`config.mk`:
```
export PLATFORM = sky130hd
export DESIGN_NAME = recon_io_v2
export DESIGN_NICKNAME = d
export VERILOG_FILES = /design/src/rtl/recon_io_v2.sv
export SDC_FILE = /design/constraint.sdc
export NUM_CORES = 1
export LEC_CHECK = 0
export BUFFER_PORTS_ARGS = -buffer_cell sky130_fd_sc_hd__buf_2
export CAP_MARGIN = 20
export CORE_MARGIN = 3
export CORE_UTILIZATION = 26
export DETAILED_ROUTE_END_ITERATION = 12
export GPL_ROUTABILITY_DRIVEN = 1
export SKIP_LAST_GASP = 1
export SLEW_MARGIN = 30
export SYNTH_ARGS = -nofsm -noshare
export SYNTH_HDL_FRONTEND = slang
export SYNTH_SLANG_ARGS = --single-unit
```
`constraint.sdc`:
```
create_clock -name clk -period 5 [get_ports clk]
set_input_delay 0.75 -clock clk [delete_from_list [all_inputs] [get_ports clk]]
set_output_delay 0.75 -clock clk [all_outputs]
set_load 0.005 [all_outputs]
```
`src/rtl/recon_io_v2.sv`:
```
// Reconfigurable GPIO block: Avalon-MM register file, debounced inputs,
// edge/level interrupts and per-pin PWM with a shared prescaled counter.
module recon_io_v2 #(
   parameter int PORT_WIDTH     = 16,
   parameter int PWM_CNTR_WIDTH = 8,
   parameter int DBNC_WIDTH     = 8
) (
   input  logic                  clk,
   input  logic                  reset_n,
   input  logic [5:0]            address,
   input  logic                  chipselect,
   input  logic                  write,
   input  logic                  read,
   input  logic [31:0]           writedata,
   output logic [31:0]           readdata,
   output logic                  irq,
   input  logic [PORT_WIDTH-1:0] io_in,
   output logic [PORT_WIDTH-1:0] io_out,
   output logic [PORT_WIDTH-1:0] io_oe,
   output logic [PORT_WIDTH-1:0] io_opdrn
);

   localparam int PW = PORT_WIDTH;
   localparam int CW = PWM_CNTR_WIDTH;
   localparam int DW = DBNC_WIDTH;

   logic          wr_en;
   logic          rd_en;
   logic [PW-1:0] wd;

   logic [PW-1:0] dir_r;
   logic [PW-1:0] out_r;
   logic [PW-1:0] opendrn_r;
   logic [PW-1:0] pwm_ena;
   logic [PW-1:0] irq_status;
   logic [PW-1:0] irq_ena;
   logic [PW-1:0] irq_redge;
   logic [PW-1:0] irq_fedge;
   logic [PW-1:0] dbnc_ena;
   logic [PW-1:0] irq_level;
   logic [DW-1:0] dbnc_time;
   logic [CW-1:0] pwm_period;
   logic [15:0]   pwm_prescale;
   logic [CW-1:0] pwm_duty [PW];

   logic [PW-1:0] sync1;
   logic [PW-1:0] sync2;
   logic [PW-1:0] filtered;
   logic [PW-1:0] filtered_d;
   logic [DW-1:0] dbnc_cnt [PW];

   logic [PW-1:0] events;
   logic [PW-1:0] w1c;

   logic [15:0]   pre_cnt;
   logic [CW-1:0] pwm_cntr;
   logic          tick;
   logic          cnt_restart;
   logic [PW-1:0] pwm_out;

   logic [31:0]   rd_mux;
   logic          unused_wd;

   assign wr_en     = chipselect & write;
   assign rd_en     = chipselect & read;
   assign wd        = writedata[PW-1:0];
   assign unused_wd = ^writedata;

   always_ff @(posedge clk or negedge reset_n) begin
      if (!reset_n) begin
         dir_r        <= '0;
         out_r        <= '0;
         opendrn_r    <= '0;
         pwm_ena      <= '0;
         irq_ena      <= '0;
         irq_redge    <= '0;
         irq_fedge    <= '0;
         dbnc_ena     <= '0;
         irq_level    <= '0;
         dbnc_time    <= '0;
         pwm_period   <= '1;
         pwm_prescale <= '0;
         for (int i = 0; i < PW; i++) pwm_duty[i] <= '0;
      end else if (wr_en) begin
         case (address)
            6'd0:  dir_r        <= wd;
            6'd1:  out_r        <= wd;
            6'd3:  out_r        <= out_r | wd;
            6'd4:  out_r        <= out_r & ~wd;
            6'd5:  opendrn_r    <= wd;
            6'd6:  pwm_ena      <= wd;
            6'd8:  irq_ena      <= wd;
            6'd9:  irq_redge    <= wd;
            6'd10: irq_fedge    <= wd;
            6'd11: dbnc_ena     <= wd;
            6'd12: dbnc_time    <= writedata[DW-1:0];
            6'd13: pwm_period   <= writedata[CW-1:0];
            6'd14: pwm_prescale <= writedata[15:0];
            6'd15: irq_level    <= wd;
            default: begin
               for (int i = 0; i < PW; i++)
                  if (address == 6'(16 + i))
                     pwm_duty[i] <= writedata[CW-1:0];
            end
         endcase
      end
   end

   // Debounce: a pin must disagree with its filtered value for
   // dbnc_time+1 consecutive cycles before the filtered value flips.
   always_ff @(posedge clk or negedge reset_n) begin
      if (!reset_n) begin
         sync1      <= '0;
         sync2      <= '0;
         filtered   <= '0;
         filtered_d <= '0;
         for (int i = 0; i < PW; i++) dbnc_cnt[i] <= '0;
      end else begin
         sync1      <= io_in;
         sync2      <= sync1;
         filtered_d <= filtered;
         for (int i = 0; i < PW; i++) begin
            if (!dbnc_ena[i]) begin
               filtered[i] <= sync2[i];
               dbnc_cnt[i] <= '0;
            end else if (sync2[i] == filtered[i]) begin
               dbnc_cnt[i] <= '0;
            end else if (dbnc_cnt[i] == dbnc_time) begin
               filtered[i] <= sync2[i];
               dbnc_cnt[i] <= '0;
            end else begin
               dbnc_cnt[i] <= dbnc_cnt[i] + DW'(1);
            end
         end
      end
   end

   assign events = (filtered & ~filtered_d & irq_redge)
                 | (~filtered & filtered_d & irq_fedge);
   assign w1c    = (wr_en && address == 6'd7) ? wd : '0;

   // Edge-mode bits: a new event outranks a coincident clear.
   always_ff @(posedge clk or negedge reset_n) begin
      if (!reset_n) begin
         irq_status <= '0;
      end else begin
         irq_status <= (irq_level & filtered & irq_ena)
                     | (~irq_level & ((irq_status & ~w1c)
                                    | (events & irq_ena)));
      end
   end

   assign irq         = |irq_status;
   assign tick        = (pre_cnt == pwm_prescale);
   assign cnt_restart = wr_en && (address == 6'd13 || address == 6'd14);

   always_ff @(posedge clk or negedge reset_n) begin
      if (!reset_n) begin
         pre_cnt  <= '0;
         pwm_cntr <= '0;
         pwm_out  <= '0;
      end else begin
         if (cnt_restart) begin
            pre_cnt  <= '0;
            pwm_cntr <= '0;
         end else if (tick) begin
            pre_cnt  <= '0;
            pwm_cntr <= (pwm_cntr == pwm_period) ? '0 : pwm_cntr + CW'(1);
         end else begin
            pre_cnt  <= pre_cnt + 16'd1;
         end
         for (int i = 0; i < PW; i++)
            pwm_out[i] <= pwm_ena[i] & (pwm_cntr < pwm_duty[i]);
      end
   end

   assign io_oe    = dir_r | pwm_ena;
   assign io_out   = (pwm_ena & pwm_out) | (~pwm_ena & out_r);
   assign io_opdrn = opendrn_r;

   always_comb begin
      rd_mux = '0;
      case (address)
         6'd0:  rd_mux = 32'(dir_r);
         6'd1:  rd_mux = 32'(out_r);
         6'd2:  rd_mux = 32'(filtered);
         6'd5:  rd_mux = 32'(opendrn_r);
         6'd6:  rd_mux = 32'(pwm_ena);
         6'd7:  rd_mux = 32'(irq_status);
         6'd8:  rd_mux = 32'(irq_ena);
         6'd9:  rd_mux = 32'(irq_redge);
         6'd10: rd_mux = 32'(irq_fedge);
         6'd11: rd_mux = 32'(dbnc_ena);
         6'd12: rd_mux = 32'(dbnc_time);
         6'd13: rd_mux = 32'(pwm_period);
         6'd14: rd_mux = 32'(pwm_prescale);
         6'd15: rd_mux = 32'(irq_level);
         default: begin
            for (int i = 0; i < PW; i++)
               if (address == 6'(16 + i))
                  rd_mux = 32'(pwm_duty[i]);
         end
      endcase
   end

   always_ff @(posedge clk or negedge reset_n) begin
      if (!reset_n) readdata <= '0;
      else if (rd_en) readdata <= rd_mux;
   end

endmodule
```
==> results of run 1 <==
power by group through the flow:
stage	clock network (mW)	logic [mW]	registers [mW]
detailed placement	0	2.08	5.54
global route	5.22	2.32	5.52
floorplan	0	1.29	5.37
CTS	5.02	2.09	5.46
global placement	0	2.04	5.53
finish	4.92	2.07	5.48
final cells by class:
cell class	count	area (µm²)	share of cell area (%)
sequential	568	14220	41.64
multi-input combinational	1977	14140	41.38
tap	1500	1877	5.494
clock buffer	83	1767	5.172
timing repair buffer	169	1089	3.186
inverter	166	623.1	1.824
clock inverter	28	430.4	1.260
antenna	6	15.01	0.04395
worst max-delay path by stage:
stage	start	endpoint	slack, ns	depth (start not counted)
6_report	address[1]	out_r[2]	1.79	7
3_5_place_dp	address[1]	out_r[2]	1.19	7
2_1_floorplan	address[4]	dbnc_ena[10]	2.43	6
5_1_grt	irq_status[3]	irq	1.64	3
4_1_cts	irq_status[3]	irq	1.76	3
3_3_place_gp	address[1]	out_r[6]	1.21	7
layout by cell type (no fill, tap or decap), types with 36 or more instances in the layout:
cell       instances
dfrtp_1          560
nor2_1           231
o21ai_0          222
nand2_1          219
mux2_2           194
xnor2_1          170
inv_1            165
ha_1             130
xor2_1           105
buf_2            105
nand3_1           84
a22oi_1           66
clkbuf_16         59
buf_4             57
a21oi_1           55
nand4_1           45
nand2b_1          38
and3_1            38
a21o_1            36
kinds of logic (layout without fill, tap and decap cells):
logic type      Yosys count  count (layout)  synth area share, %
compound gates          548             548                11.91
mux                     227             227                9.088
flops                   568             568                47.83
buf+inv                 332             446                4.834
xor+xnor                275             275                8.099
other cells               1              22              0.01261
simple gates            781             781                12.75
fa+ha+maj               130             130                5.470
per-layer routing:
| layer | up-vias | share of wire, % | global-route usage [%] |
|---|---|---|---|
| met5 | - | 0.027 | 0 |
| li1 | 10110 | - | - |
| met2 | 792 | 43 | 23.09 |
| met3 | 132 | 9.1 | 4.169 |
| met1 | 11070 | 45 | 22.14 |
| met4 | 4 | 2.2 | 3.813 |
per-stage QoR:
stage	cell area, µm²	hold WS, ns
2_1_floorplan	29790	0.3312
3_3_place_gp	31940	0.3346
3_5_place_dp	31950	0.3363
4_1_cts	34140	0.1503
5_1_grt	34150	0.1573
6_report	34160	0.1789
==> summary.md, run 1 <==
| Metric | Value |
|---|---|
| CP Data Required Time | `around 5.6 ns` |
| Startpoint types | `input pin` |
| Post-CTS setup buffer count | `0` |
| Die W | `~340 µm` |
| Asr flop ratio synth | `100.0%` |
| Comb power frac | `16.6%` |
| Placed insts | `4380` |
| Outcome | `completed` |
| Post-layout net count | `~3100` |
| Flop-to-flop setup slack | `2.48 ns` |
| Fmax | `between 0.3 and 0.4 GHz` |
| Core area | `about 0.11 mm²` |
| HP Class | `in2async` |
| Layout cells sized above 1 | `18.29%` |
| Syn-to-layout area delta | `14.88%` |
| Top FF cell, synth | `dfrtp_1` |
| Internal power | `roughly 8.8 mW` |
| Total GRT Usage | `15.47%` |
| Top-count cell post-synth | `dfrtp_1` |
| Hold Buf Count CTS | `0` |
| Slew HR | `29.16%` |
| DRC | `0` |
| EDFF count, synth | `0` |
| Fin worst setup slack | `1.786 ns` |
| FF-to-FF End | `pwm_cntr[7]` |
| Pre-CTS WS | `1.193 ns` |
| Unique masters post-synth | `81` |
| Cell taking the most area after synthesis | `dfrtp_1` |
| Setup_tns | `0 ns` |
| WP buf/inv | `1` |
| Post-layout util | `30.24%` |
| Power per cell area | `365.0 mW/mm²` |
| Skew final | `about 0.035 ns` |
| Crit end category | `flip-flop` |
| First-pass DRT Iterations | `5` |
| Crit-path cells | `buf_2, and2_1, mux2i_1, or3_1, a21oi_4, o31a_2, a22o_1` |
| Slew @ Worst Pin | `1.059 ns` |
| Max cap viols | `0` |
| Via count | `22100` |
| Initial antenna violation count | `8` |
| Clock share of power | `about two fifths` |
| Overall power | `roughly 12 mW` |
| H-tree depth | `2` |
| ANT nets after route | `0` |
| Syn Area/Cell | `10.39 µm²` |
| Share of the synthesized area in the top cell type | `47.12%` |
| Flop pwr share | `43.9%` |
| I/O pin total | `140` |
| Filler instances | `roughly 12000` |
| Clock Sinks | `approximately 570` |
| Arrival time worst endpoint | `between 3 and 4 ns` |
| Top cells by area, synth | `dfrtp_1, mux2_2, ha_1` |
| Reg clk slew, reported paths | `0.06 ns` |
| Final hold vios | `0` |
| PortBufs | `107` |
| R2r worst-path depth | `6` |
| GRT Residual Overflow | `0` |
| PostCTS Resize Cnt | `0` |
| Synth warn | `0` |
| DRT Wirelength | `between 90000 and 100000 µm` |
| Routability Congestion | `0.9154` |
| Number of buffers created by CTS | `slightly below 60` |
| Reg2reg start | `pwm_prescale[2]` |
| CTS tree | `done` |
| Avg WL per Cell | `between 20 and 25 µm` |
| Max stage delay on crit path | `0.64 ns` |
| Total net switching power | `3.662 mW` |
| Sequential share of the synthesized area | `47.83%` |
| Largest net degree at the start of global routing | `around 110` |
| First-pass GRT wire length | `139800 µm` |
| FF+latch count, synth | `568` |
| # setup viols final | `0` |
| RSZ-0062 raised after global routing | `no` |
| Synth top cells by count | `dfrtp_1, nor2_1, o21ai_0` |
| Top Registers | `dbnc_cnt x128, pwm_duty x128` |
| Crit path kind | `in2reg` |
| Fin crit share | `roughly 64%` |
| Crit-path max FO | `33` |
| Syn Std Cell Area | `between 0.02 and 0.03 mm²` |
| Maximum vdd drop | `290.4 µV` |
| Final min period | `3.214 ns` |
| Non-filler cells in the finished layout | `4497` |
| Synthesized instance count | `2862` |
| CTS max path bufs | `3` |
| Root Driver | `clkbuf_16` |
| Die area | `approximately 0.12 mm²` |
| Vias in the first global route | `21820` |
| Worst path slowest cell | `or3_1` |
| Die Ht | `344.2 µm` |
| Switching Fraction | `29.37%` |
| Final slew viol count | `0` |
| Initial core utilization | `26.33%` |
| Worst-Skew Late Latency | `0.66 ns` |
| Row cnt | `approximately 120` |
| Initial DRC Count | `2086` |
| Post-DP HPWL | `63820 µm` |
| Lkg Pwr | `15.50 nW` |
| Top delay family on crit path | `compound AO/OA/AOI/OAI gates` |
| Via density | `4.915` |
Note: power is estimated with default switching activity, not from simulation.
==> run 2: changes to the inputs <==
==> constraint.sdc (replaced) <==
create_clock -name clk -period 3 [get_ports clk]
set_input_delay 0.45 -clock clk [delete_from_list [all_inputs] [get_ports clk]]
set_output_delay 0.45 -clock clk [all_outputs]
set_load 0.005 [all_outputs]
==> run 2 against run 1 <==
Non-clock buffer count is 79 higher. Clock skew decreased by 0.011 ns. Sequential share of layout area is 0.60 points lower. Global-route usage is essentially flat. Wire length is 0.60% higher.
==> summary.md, run 2 (same netlist as run 1, synthesis figures left out) <==
| Metric | Value |
|---|---|
| Outcome | `completed` |
| RSZ-0062 raised after global routing | `no` |
| Total net switching power | `6.046 mW` |
| Crit-path max FO | `3` |
| Slew HR | `37.42%` |
| Number of buffers created by CTS | `59` |
| Top Registers | `dbnc_cnt x128, pwm_duty x128` |
| Layout cells sized above 1 | `19.50%` |
| Lkg Pwr | `15.80 nW` |
| Layout Cell Area excl Fill | `0.03466 mm²` |
| Max cap viols | `0` |
| Avg WL per Cell | `20.32 µm` |
| Startpoint types | `flip-flop` |
| Post-DP HPWL | `66970 µm` |
| Most common cell after layout, fill and taps aside | `dfrtp_1` |
| CTS tree | `done` |
| DRT Wirelength | `92870 µm` |
| Crit path kind | `reg2out` |
| Core area | `0.1130 mm²` |
| Placed cell area | `0.03252 mm²` |
| Post-layout net count | `3209` |
| Hold WS | `between 0.15 and 0.2 ns` |
| I/O pin total | `140` |
| Worst-Skew Late Latency | `0.63 ns` |
| Arrival time worst endpoint | `2.21 ns` |
| Die area | `0.1185 mm²` |
| Setup_tns | `0 ns` |
| H-tree depth | `2` |
| Most frequent cells in the layout | `dfrtp_1, nor2_1, o21ai_0` |
| Power per cell area | `581.9 mW/mm²` |
| Total GRT Usage | `15.51%` |
| Skew final | `0.02400 ns` |
| Internal power | `14.12 mW` |
| Fin crit share | `88.69%` |
| HP Class | `in2reg` |
| Switching Fraction | `around 30%` |
| Initial core utilization | `26.33%` |
| Largest net degree at the start of global routing | `114` |
| Reg clk slew, reported paths | `0.06 ns` |
| Via density | `approximately 5` |
| GRT Residual Overflow | `0` |
| Final hold vios | `0` |
| CP Data Required Time | `2.55 ns` |
| Via count | `about 22000` |
| Clock share of power | `37.1%` |
| Row cnt | `123` |
| CTS max path bufs | `3` |
| PortBufs | `around 110` |
| Final min period | `2.661 ns` |
| Pre-CTS WS | `0.2987 ns` |
| Maximum vdd drop | `487.7 µV` |
| Non-filler cells in the finished layout | `4571` |
| First-pass GRT wire length | `140100 µm` |
| # setup viols final | `0` |
| Slew @ Worst Pin | `0.9388 ns` |
| PostCTS Resize Cnt | `0` |
| First-pass DRT Iterations | `5` |
| ANT nets after route | `0` |
| Flop pwr share | `45.2%` |
| Initial antenna violation count | `9` |
| Die Ht | `344.2 µm` |
| Crit end category | `output pin` |
| Syn-to-layout area delta | `16.54%` |
| Placed insts | `4442` |
| R2r worst-path depth | `6` |
| Die W | `344.2 µm` |
| DRC | `0` |
| WHS Path Cells | `3` |
| Initial DRC Count | `2038` |
| Final slew viol count | `0` |
| Clock Sinks | `568` |
| Routability Congestion | `0.9022` |
| Root Driver | `clkbuf_16` |
| Comb power frac | `17.7%` |
| Vias in the first global route | `approximately 22000` |
| Fmax | `0.3758 GHz` |
| Fin worst setup slack | `approximately 0.34 ns` |
[run 2: cell count changes in the layout (fill, tap and decap cells not counted), moves of 5 or more]
cell and delta:
buf_4 +53, buf_12 +9, dlygate4sd3_1 +17, clkbuf_1 +6, clkbuf_8 -8, bufinv_16 -5
[run 2: per-stage QoR]
step	total power, mW	utilization, %
6_report	20.17	30.68
5_1_grt	21.15	30.67
4_1_cts	20.32	30.67
3_5_place_dp	12.78	28.79
3_3_place_gp	12.70	28.79
2_1_floorplan	11.10	-
[run 2: power by group through the flow]
stage	logic, mW	registers [mW]	clock network (mW)
6_report	3.57	9.12	7.47
5_1_grt	4.00	9.19	7.96
4_1_cts	3.58	9.10	7.64
3_5_place_dp	3.55	9.23	0
3_3_place_gp	3.48	9.22	0
2_1_floorplan	2.14	8.95	0
[run 2: area by class of cell]
cell class                 count  area [µm²]
fill                       11670       78300
clock inverter                27       275.3
multi-input combinational   1977       14130
antenna                        4       10.01
sequential                   568       14220
inverter                     166       623.1
clock buffer                  81        1679
tap                         1500        1877
timing repair buffer         248        1837
[run 2: final timing paths]
check                         startpoint            end  slack [ns]
min                        writedata[11]  irq_level[11]        0.20
min reg2reg                     sync1[0]       sync2[0]        0.35
max                        irq_status[6]            irq        0.34
max reg2reg                  pre_cnt[11]    pwm_cntr[7]        0.74
max in group asynchronous        reset_n   dbnc_cnt[25]        1.68
min in group asynchronous        reset_n  pwm_duty[114]        0.33
[run 2: layer usage]
| layer | global-route usage, % | vias to the layer above | part of all wire (%) |
|---|---|---|---|
| met1 | 22.04 | 11150 | 46 |
| met2 | 23.23 | 777 | 43 |
| met3 | 4.059 | 163 | 8.7 |
| met5 | 0 | - | 0.041 |
| li1 | - | 10250 | - |
| met4 | 4.186 | 6 | 2.6 |
[run 2: timing repair]
item / CTS / global route
hold endpoints to repair: 53 / 0
hold buffers: 17 / 0
setup buffers: 0 / 0
[run 2: worst max-delay path, cell delays in order, from the launching register on]
cell and delay [ns]:
dfrtp_1 0.41, nor4_1 0.49, nand4_1 0.42, buf_2 0.26
